### config.mk
export PLATFORM = sky130hd
export DESIGN_NAME = sega_z80_decrypt_unit
export DESIGN_NICKNAME = d
export VERILOG_FILES = /design/src/rtl/sega_z80_decrypt_unit.sv
export SDC_FILE = /design/constraint.sdc
export NUM_CORES = 1
export LEC_CHECK = 0
export BUFFER_PORTS_ARGS = -buffer_cell sky130_fd_sc_hd__buf_2
export CAP_MARGIN = 40
export CELL_PAD_IN_SITES_DETAIL_PLACEMENT = 1
export CELL_PAD_IN_SITES_GLOBAL_PLACEMENT = 1
export CORE_MARGIN = 4
export CORE_UTILIZATION = 50
export CTS_BUF_LIST = sky130_fd_sc_hd__clkbuf_4
export CTS_CLUSTER_DIAMETER = 40
export DETAILED_ROUTE_END_ITERATION = 8
export PLACE_DENSITY = 0.71
export SLEW_MARGIN = 30
export SYNTH_ARGS = -nofsm -noshare
export SYNTH_HDL_FRONTEND = slang
export SYNTH_SLANG_ARGS = --single-unit
### constraint.sdc
create_clock -name i_CLK -period 17.5 [get_ports i_CLK]
set_input_delay 5.25 -clock i_CLK [delete_from_list [all_inputs] [get_ports i_CLK]]
set_output_delay 5.25 -clock i_CLK [all_outputs]
set_load 0.01 [all_outputs]
### src/rtl/sega_z80_decrypt_unit.sv
// Table-driven opcode/data decrypter for Sega-style encrypted Z80 program ROMs.
// A 128x8 translation RAM is filled from a built-in default table after reset.
module sega_z80_decrypt_unit #(
  parameter int unsigned       ADDR_W = 16,
  parameter logic [ADDR_W-1:0] WIN_LO = 16'h0000,
  parameter logic [ADDR_W-1:0] WIN_HI = 16'h7FFF,
  parameter int unsigned       TAP3   = 12,
  parameter int unsigned       TAP2   = 8,
  parameter int unsigned       TAP1   = 4,
  parameter int unsigned       TAP0   = 0
) (
  input  logic              i_CLK,
  input  logic              i_RST,
  input  logic              i_CEN,
  input  logic [ADDR_W-1:0] i_ADDR,
  input  logic              i_MREQ_n,
  input  logic              i_M1_n,
  input  logic [7:0]        i_DI,
  output logic [7:0]        o_DO,
  output logic              o_HIT,
  input  logic              i_DECR_EN,
  input  logic              i_TBL_WE,
  input  logic [6:0]        i_TBL_ADDR,
  input  logic [7:0]        i_TBL_DATA,
  output logic [7:0]        o_TBL_Q,
  output logic              o_BUSY
);

  typedef enum logic [0:0] {StInit, StRun} state_e;

  // Default entry for index {tap3,tap2,tap1,tap0,m1_n,d5^d7,d3^d7}.
  function automatic logic [7:0] default_entry(input logic [6:0] idx);
    logic [1:0]  grp;
    logic [31:0] row;
    logic [7:0]  e;
    case (idx[6:3])
      4'd3, 4'd4, 4'd6, 4'd9, 4'd10, 4'd12, 4'd15: grp = 2'd1;
      4'd7, 4'd13:                                 grp = 2'd2;
      default:                                     grp = 2'd0;
    endcase
    case ({grp, idx[2]})
      3'b000:  row = 32'h2000_A080;
      3'b010:  row = 32'h8808_8000;
      3'b100:  row = 32'h28A8_0888;
      3'b001:  row = 32'hA8A0_8880;
      3'b011:  row = 32'hA080_A888;
      3'b101:  row = 32'h8880_0800;
      default: row = 32'h0000_0000;
    endcase
    case (idx[1:0])
      2'd0:    e = row[31:24];
      2'd1:    e = row[23:16];
      2'd2:    e = row[15:8];
      default: e = row[7:0];
    endcase
    return e;
  endfunction

  state_e     state_q, state_d;
  logic [6:0] cnt_q, cnt_d;
  logic [7:0] do_q, do_d;
  logic       hit_q, hit_d;
  logic [7:0] rdbk_q, rdbk_d;
  logic [7:0] mem_q [128];

  logic       mem_we;
  logic [6:0] mem_waddr;
  logic [7:0] mem_wdata;

  logic [6:0] lut_idx;
  logic [7:0] lut_e;
  logic [7:0] dec_data;
  logic       above_lo, below_hi, hit;

  // Compare only against bounds that actually restrict the address range.
  if (WIN_LO == '0) begin : g_lo_open
    assign above_lo = 1'b1;
  end else begin : g_lo_cmp
    assign above_lo = (i_ADDR >= WIN_LO);
  end

  if (WIN_HI == {ADDR_W{1'b1}}) begin : g_hi_open
    assign below_hi = 1'b1;
  end else begin : g_hi_cmp
    assign below_hi = (i_ADDR <= WIN_HI);
  end

  assign hit = i_DECR_EN & ~i_MREQ_n & above_lo & below_hi;

  assign lut_idx = {i_ADDR[TAP3], i_ADDR[TAP2], i_ADDR[TAP1], i_ADDR[TAP0],
                    i_M1_n, i_DI[5] ^ i_DI[7], i_DI[3] ^ i_DI[7]};
  assign lut_e   = mem_q[lut_idx];

  // Bits 7/5/3 become entry bit xor d7; all other bits pass straight through.
  assign dec_data = (i_DI & 8'h57) | ((lut_e ^ {8{i_DI[7]}}) & 8'hA8);

  always_comb begin
    state_d   = state_q;
    cnt_d     = cnt_q;
    do_d      = do_q;
    hit_d     = hit_q;
    rdbk_d    = mem_q[i_TBL_ADDR];
    mem_we    = 1'b0;
    mem_waddr = i_TBL_ADDR;
    mem_wdata = i_TBL_DATA;
    unique case (state_q)
      StInit: begin
        mem_we    = ~i_RST;
        mem_waddr = cnt_q;
        mem_wdata = default_entry(cnt_q);
        cnt_d     = cnt_q + 7'd1;
        do_d      = i_DI;
        hit_d     = 1'b0;
        if (cnt_q == 7'd127) begin
          state_d = StRun;
        end
      end
      StRun: begin
        mem_we = i_TBL_WE & ~i_RST;
        if (i_CEN) begin
          do_d  = hit ? dec_data : i_DI;
          hit_d = hit;
        end
      end
      default: state_d = StInit;
    endcase
  end

  always_ff @(posedge i_CLK) begin
    if (i_RST) begin
      state_q <= StInit;
      cnt_q   <= '0;
      do_q    <= '0;
      hit_q   <= 1'b0;
      rdbk_q  <= '0;
    end else begin
      state_q <= state_d;
      cnt_q   <= cnt_d;
      do_q    <= do_d;
      hit_q   <= hit_d;
      rdbk_q  <= rdbk_d;
    end
  end

  // Table RAM: reads above are combinational, so same-edge lookups see the old entry.
  always_ff @(posedge i_CLK) begin
    if (mem_we) begin
      mem_q[mem_waddr] <= mem_wdata;
    end
  end

  assign o_DO    = do_q;
  assign o_HIT   = hit_q;
  assign o_TBL_Q = rdbk_q;
  assign o_BUSY  = (state_q == StInit);

endmodule

## After elaboration in Yosys (flattened, before gate mapping)

Memories as Yosys holds them, arrays and structs flattened. A register that Yosys moved wholly into a read port is not among the register bits.
Index checks and enable logic that the tools add are counted.

| cells by class | value |
|---|---|
| equal/unequal tests | 9 |
| add/subtract/negate cells | 1 |
| reductions and logical operators | 2 |
| $lt $le $gt $ge | 1 |
| bitwise gates (word level) | 10 |
| multiplexer cells | 17 |

Operators with widths:

| cell | count |
|---|---|
| $pmux W32 S6 | 1 |
| $mux W8 | 3 |
| $pmux W8 S3 | 1 |
| $le A16 B15 Y1 const B | 1 |
| $pmux W8 S2 | 1 |
| $mux W4 | 2 |
| $or A7 B8 Y8 | 1 |
| $xor A8 B8 Y8 | 1 |
| $add A7 B1 Y7 const B | 1 |
| $eq A7 B7 Y1 const B | 1 |
| $mux W7 | 1 |
| $eq A3 B2 Y1 const B | 2 |
| $eq A3 B3 Y1 const B | 2 |
| $mux W1 | 5 |
| $pmux W1 S2 | 2 |
| $and A1 B1 Y1 | 3 |
| $eq A3 B1 Y1 const B | 1 |
| $logic_not A3 Y1 | 1 |
| $not A1 Y1 | 3 |
| $eq A2 B1 Y1 const B | 1 |
| $eq A2 B2 Y1 const B | 1 |
| $logic_not A2 Y1 | 1 |
| $mux W2 | 1 |
| $ne A2 B2 Y1 const B | 1 |
| $xor A1 B1 Y1 | 2 |

| storage, ports and cells | value |
|---|---|
| word-level logic and storage cells | 46 |
| output and inout port bits | 18 |
| memory bits (read-only) | 32 |
| register bits after elaboration | 17 |
| memories kept | 2 |
| RAM bits | 1,024 |
| bits of input ports | 46 |

Memory list:

| memory | words | bits a word | read ports | clocked after Yosys merged registers in | write ports | RTL line | source |
|---|---|---|---|---|---|---|---|
| mem_q | 128 | 8 | 2 | 1 | 1 | 64 | `logic [7:0] mem_q [128];` |
| (no name shown) | 16 | 2 | 1 | 1 | 0 | 36 | `case (idx[6:3])` |

## Logic depth before layout (Yosys ltp)

An unclocked memory read counts as a cell.

| logic depth | value |
|---|---|
| word-level depth | 7 |
| depth in mapped cells | 13 |
| gate-level depth less buffers | 10 |

## Worst setup path before layout

No wires, ideal clock.

| timing path | value |
|---|---|
| path kind | register to register |
| start | reg state_q |
| end | mem mem_q[0][5], data pin |
| stages on the path, launching flop included | 5 |
| slack | 7.693 ns |
| arrival time | 8.214 ns |
| required time | 15.908 ns |
| clock period less this slack | 9.807 ns |
| path through | dfxtp_1 > clkbuf_1 > buf_1 > clkbuf_1 > o41ai_1 |

| between the ends | value |
|---|---|
| cells in the longest elaborated chain, start to end | 1 |

RTL lines:

| what | RTL line | source |
|---|---|---|
| start: declaration | 59 | `state_e state_q, state_d;` |
| start signal: assignment | 131 | `state_q <= StInit;` |
| start signal: assignment | 137 | `state_q <= state_d;` |
| $mux W8 | 106 | `unique case (state_q)` |
| via mem_wdata[5] | 68 | `logic [7:0] mem_wdata;` |
| end: declaration | 64 |  |

The timed path passes the listed nets, and every way through them passes these cells.

==> summary.md <==
Based on the critical path, the design can be clocked at up to 117 MHz. STA classifies the critical path endpoint as a flop. The count of flip-flops with a built-in enable after synthesis is 1024, and the largest net degree at the start of global routing is 133. The net count of the finished layout is 2629. The run finished with clean final reports.

Leading register cell type out of synthesis: edfxtp_1. Die span in y: 305 µm. The most common library cell in the layout ignoring fill and taps was edfxtp_1. In this run, synthesis produced a sequential element count of 1051. The initialized floorplan defines 108 standard-cell rows. The first routing iteration left 2906 violations.

The die covers 93100 µm². Area growth from synthesis to final layout: 13.9%. The share of flip-flops with an asynchronous set or reset is 0%. For this design, the CTS-stage hold fixing added 0 buffers. The biggest area contributor in the post-synthesis netlist is edfxtp_1. The final count of pins violating max slew is 0, and the residual antenna-violating net count after detailed routing is 0. For the count of final hold-check violations, the log shows 0. Setup repair after global routing left no endpoint under its margin. Between clock sinks in the finished design, the worst skew comes to 0.0936 ns. The placed instances occupy a cell area of 46300 µm².

The H-tree depth reported by CTS was 5. The max-capacitance violation count was 0. At the end of routability-driven placement, the weighted congestion stood at 0.846.

The tools report the flip-flop and latch area as 31300 µm². The layout filler cell count is 7657, and the number of distinct library cells after synthesis is 64. The DRC violations left was 0.

The die width was 305 µm; the number of setup buffers added after CTS was 0. The clock input transition at the sequential cells of the worst setup and hold paths is 0.07 ns. Classification of the worst setup path: in -> reg.

The tools report the number of antenna violations at the first check in global routing as 8. After synthesis, the cell types taking the most area are edfxtp_1, mux4_2, nor2_1. The run gives 183000 µm as the wire length of the first global-routing pass.

The largest fanout of any net on the critical path is 65, and the ratio of routed vias to standard cells is 6.37. The worst setup path is launched from an input port. The clock drives 1051 sinks. The final setup violation count is 0. For this block, the via count after detailed routing is 24900. Dividing the detail-routed wire length by the instance count gives 31.8 µm. The tools report the critical path data required time as 18.49 ns. After synthesis, the largest area contributor takes up 69.7% of total cell area. The min-delay analysis places its worst path in the category reg -> reg.

The worst vdd rail ir drop is 0.0000644 V. Detailed placement ended at an HPWL of 79000 µm. The clock root buffer is clkbuf_4.

Global routing consumed, over all layers together, 27.0% of the routing resources. Summing all non-filler instances in the final layout gives an area of 50300 µm². The core region is 87200 µm².

When the netlist entered floorplanning its net count stood at 2267. For the total number of yosys warnings, the log shows 0. Dividing the final minimum period by the clock period gives 48.7%. During placement, the flow inserted port buffers numbering 52. The final period demand of the worst path was 8.52 ns; the worst-case headroom to the max-slew limit was 33.3%. For the number of top-level pins, the log shows 64.

The synthesized area per cell was 20.0 µm². The routed design has 125000 µm of wire. TritonCTS built the clock tree.

The cell area after synthesis was 44100 µm²; the power density over cell area was 105 nW/µm². Data arrives at the worst endpoint at 9.51 ns. The clock insertion delay at the later pin of the skew report was 1.17 ns; the fraction of layout instances using a drive strength above 1 was 38.8%. The final sum of negative setup slack is 0 ns, and the combined area of the multi-input logic cells is 12300 µm². No sink is reached through more buffers than the 4 on the longest clock path. For this run, the register share of the synthesized area comes to 70.9%. Synthesis produced a netlist whose cell count is 2212. Cell leakage power: 17.2 nW.

The actual transition at the worst max-transition pin was 1.00 ns. The tools report the remaining global-route overflow as 0. Number of optimization iterations in the first detailed-route pass: 6.

The count of instances resized after the clock tree is built was 0; the via count of the first global-routing pass was 26700. Once the floorplan was initialized, standard cells occupied 50.7% of the core. The CTS buffer count was 294.

In the layout the commonest cells are edfxtp_1, clkbuf_4, mux4_2.
through the flow:
step | utilization (%) | hold WS [ns] | power (mW) | setup slack, ns | std cells
floorplan | - | 0.476 | 3.07 | 7.69 | 2212
global placement | 52.4 | 0.443 | 3.18 | 7.31 | 3316
detailed placement | 53.1 | 0.459 | 3.20 | 7.66 | 3380
CTS | 57.1 | 0.467 | 5.35 | 8.93 | 3854
global route | 57.7 | 0.491 | 5.53 | 8.76 | 3912
finish | 57.7 | 0.468 | 5.30 | 8.98 | 3916
cells by family (layout without fill, tap and decap cells):
family / count (synthesis) / count (layout) / share of synthesized area, %
flip-flops: 1051 / 1051 / 70.9
adder cells (fa/ha/maj): 9 / 9 / 0.255
XOR/XNOR: 13 / 13 / 0.258
multiplexers: 424 / 424 / 20.3
other: 0 / 9 / 0
buffers and inverters: 168 / 708 / 1.66
AND/OR/NAND/NOR: 352 / 352 / 3.37
AO/OA/AOI/OAI: 195 / 195 / 3.30
registers in the layout (all words and copies together) (netlist names), named ones only:
name,count
state_q,1
mem_q,1024
o_TBL_Q,8
o_DO,8
o_HIT,1
cnt_q,7
power breakdown:
part	leakage, nW	total, mW	internal, mW	switching (mW)
sequential	10.2	2.78	2.77	0.00538
combinational	4.83	0.374	0.143	0.231
clock	2.12	2.15	1.16	0.988
total	17.2	5.30	4.08	1.22
worst max-delay path: stages:
cell and delay, ns:
buf_8 0.58, buf_4 0.60, buf_12 0.28, buf_6 0.27, buf_16 0.32, mux4_2 0.60, mux4_2 0.60, mux4_2 0.63
mux2i_1 0.18, nor2_1 0.06
routing by layer:
layer	global-route usage (%)	part of all wire [%]	vias up
met3	7.46	9.2	261
li1	-	-	10200
met5	0	0.025	-
met4	11.1	3.6	4
met2	42.7	49	1243
met1	36.0	38	13200
final timing paths:
check | startpoint | to | slack [ns] | cells after the start
max | i_TBL_ADDR[0] | o_TBL_Q[6] | 8.98 | 10
min | o_DO[1] | o_DO[1] | 0.47 | 2
max reg2reg | cnt_q[0] | mem_q[126][7] | 14.21 | 8
min reg2reg | o_DO[1] | o_DO[1] | 0.47 | 2
cell usage after synthesis (all sizes together) (4+ instances only):
| cell type | count |
|---|---|
| edfxtp | 1024 |
| mux4 | 375 |
| nor2 | 175 |
| nand2 | 98 |
| clkbuf | 84 |
| buf | 65 |
| mux2i | 34 |
| a21oi | 31 |
| dfxtp | 27 |
| a221oi | 24 |
| nand3 | 23 |
| o22ai | 23 |
| a22oi | 22 |
| inv | 19 |
| nor3 | 18 |
| o21ai | 18 |
| mux2 | 15 |
| a221o | 14 |
| o221ai | 14 |
| ha | 9 |
| a222oi | 8 |
| and2 | 7 |
| xor2 | 7 |
| a21o | 6 |
| nand4 | 6 |
| xnor2 | 6 |
| nor2b | 5 |
| a22o | 4 |
final cells by class:
class | count | share of cell area (%)
diodes | 9 | 0.0448
clock buffers | 418 | 6.24
clock inverters | 56 | 0.699
inverters | 19 | 0.142
multi-input cells | 993 | 24.4
flip-flops and latches | 1051 | 62.2
well taps | 1155 | 2.87
repair buffers | 215 | 3.37
No activity file was read; power rests on OpenSTA's default activity.
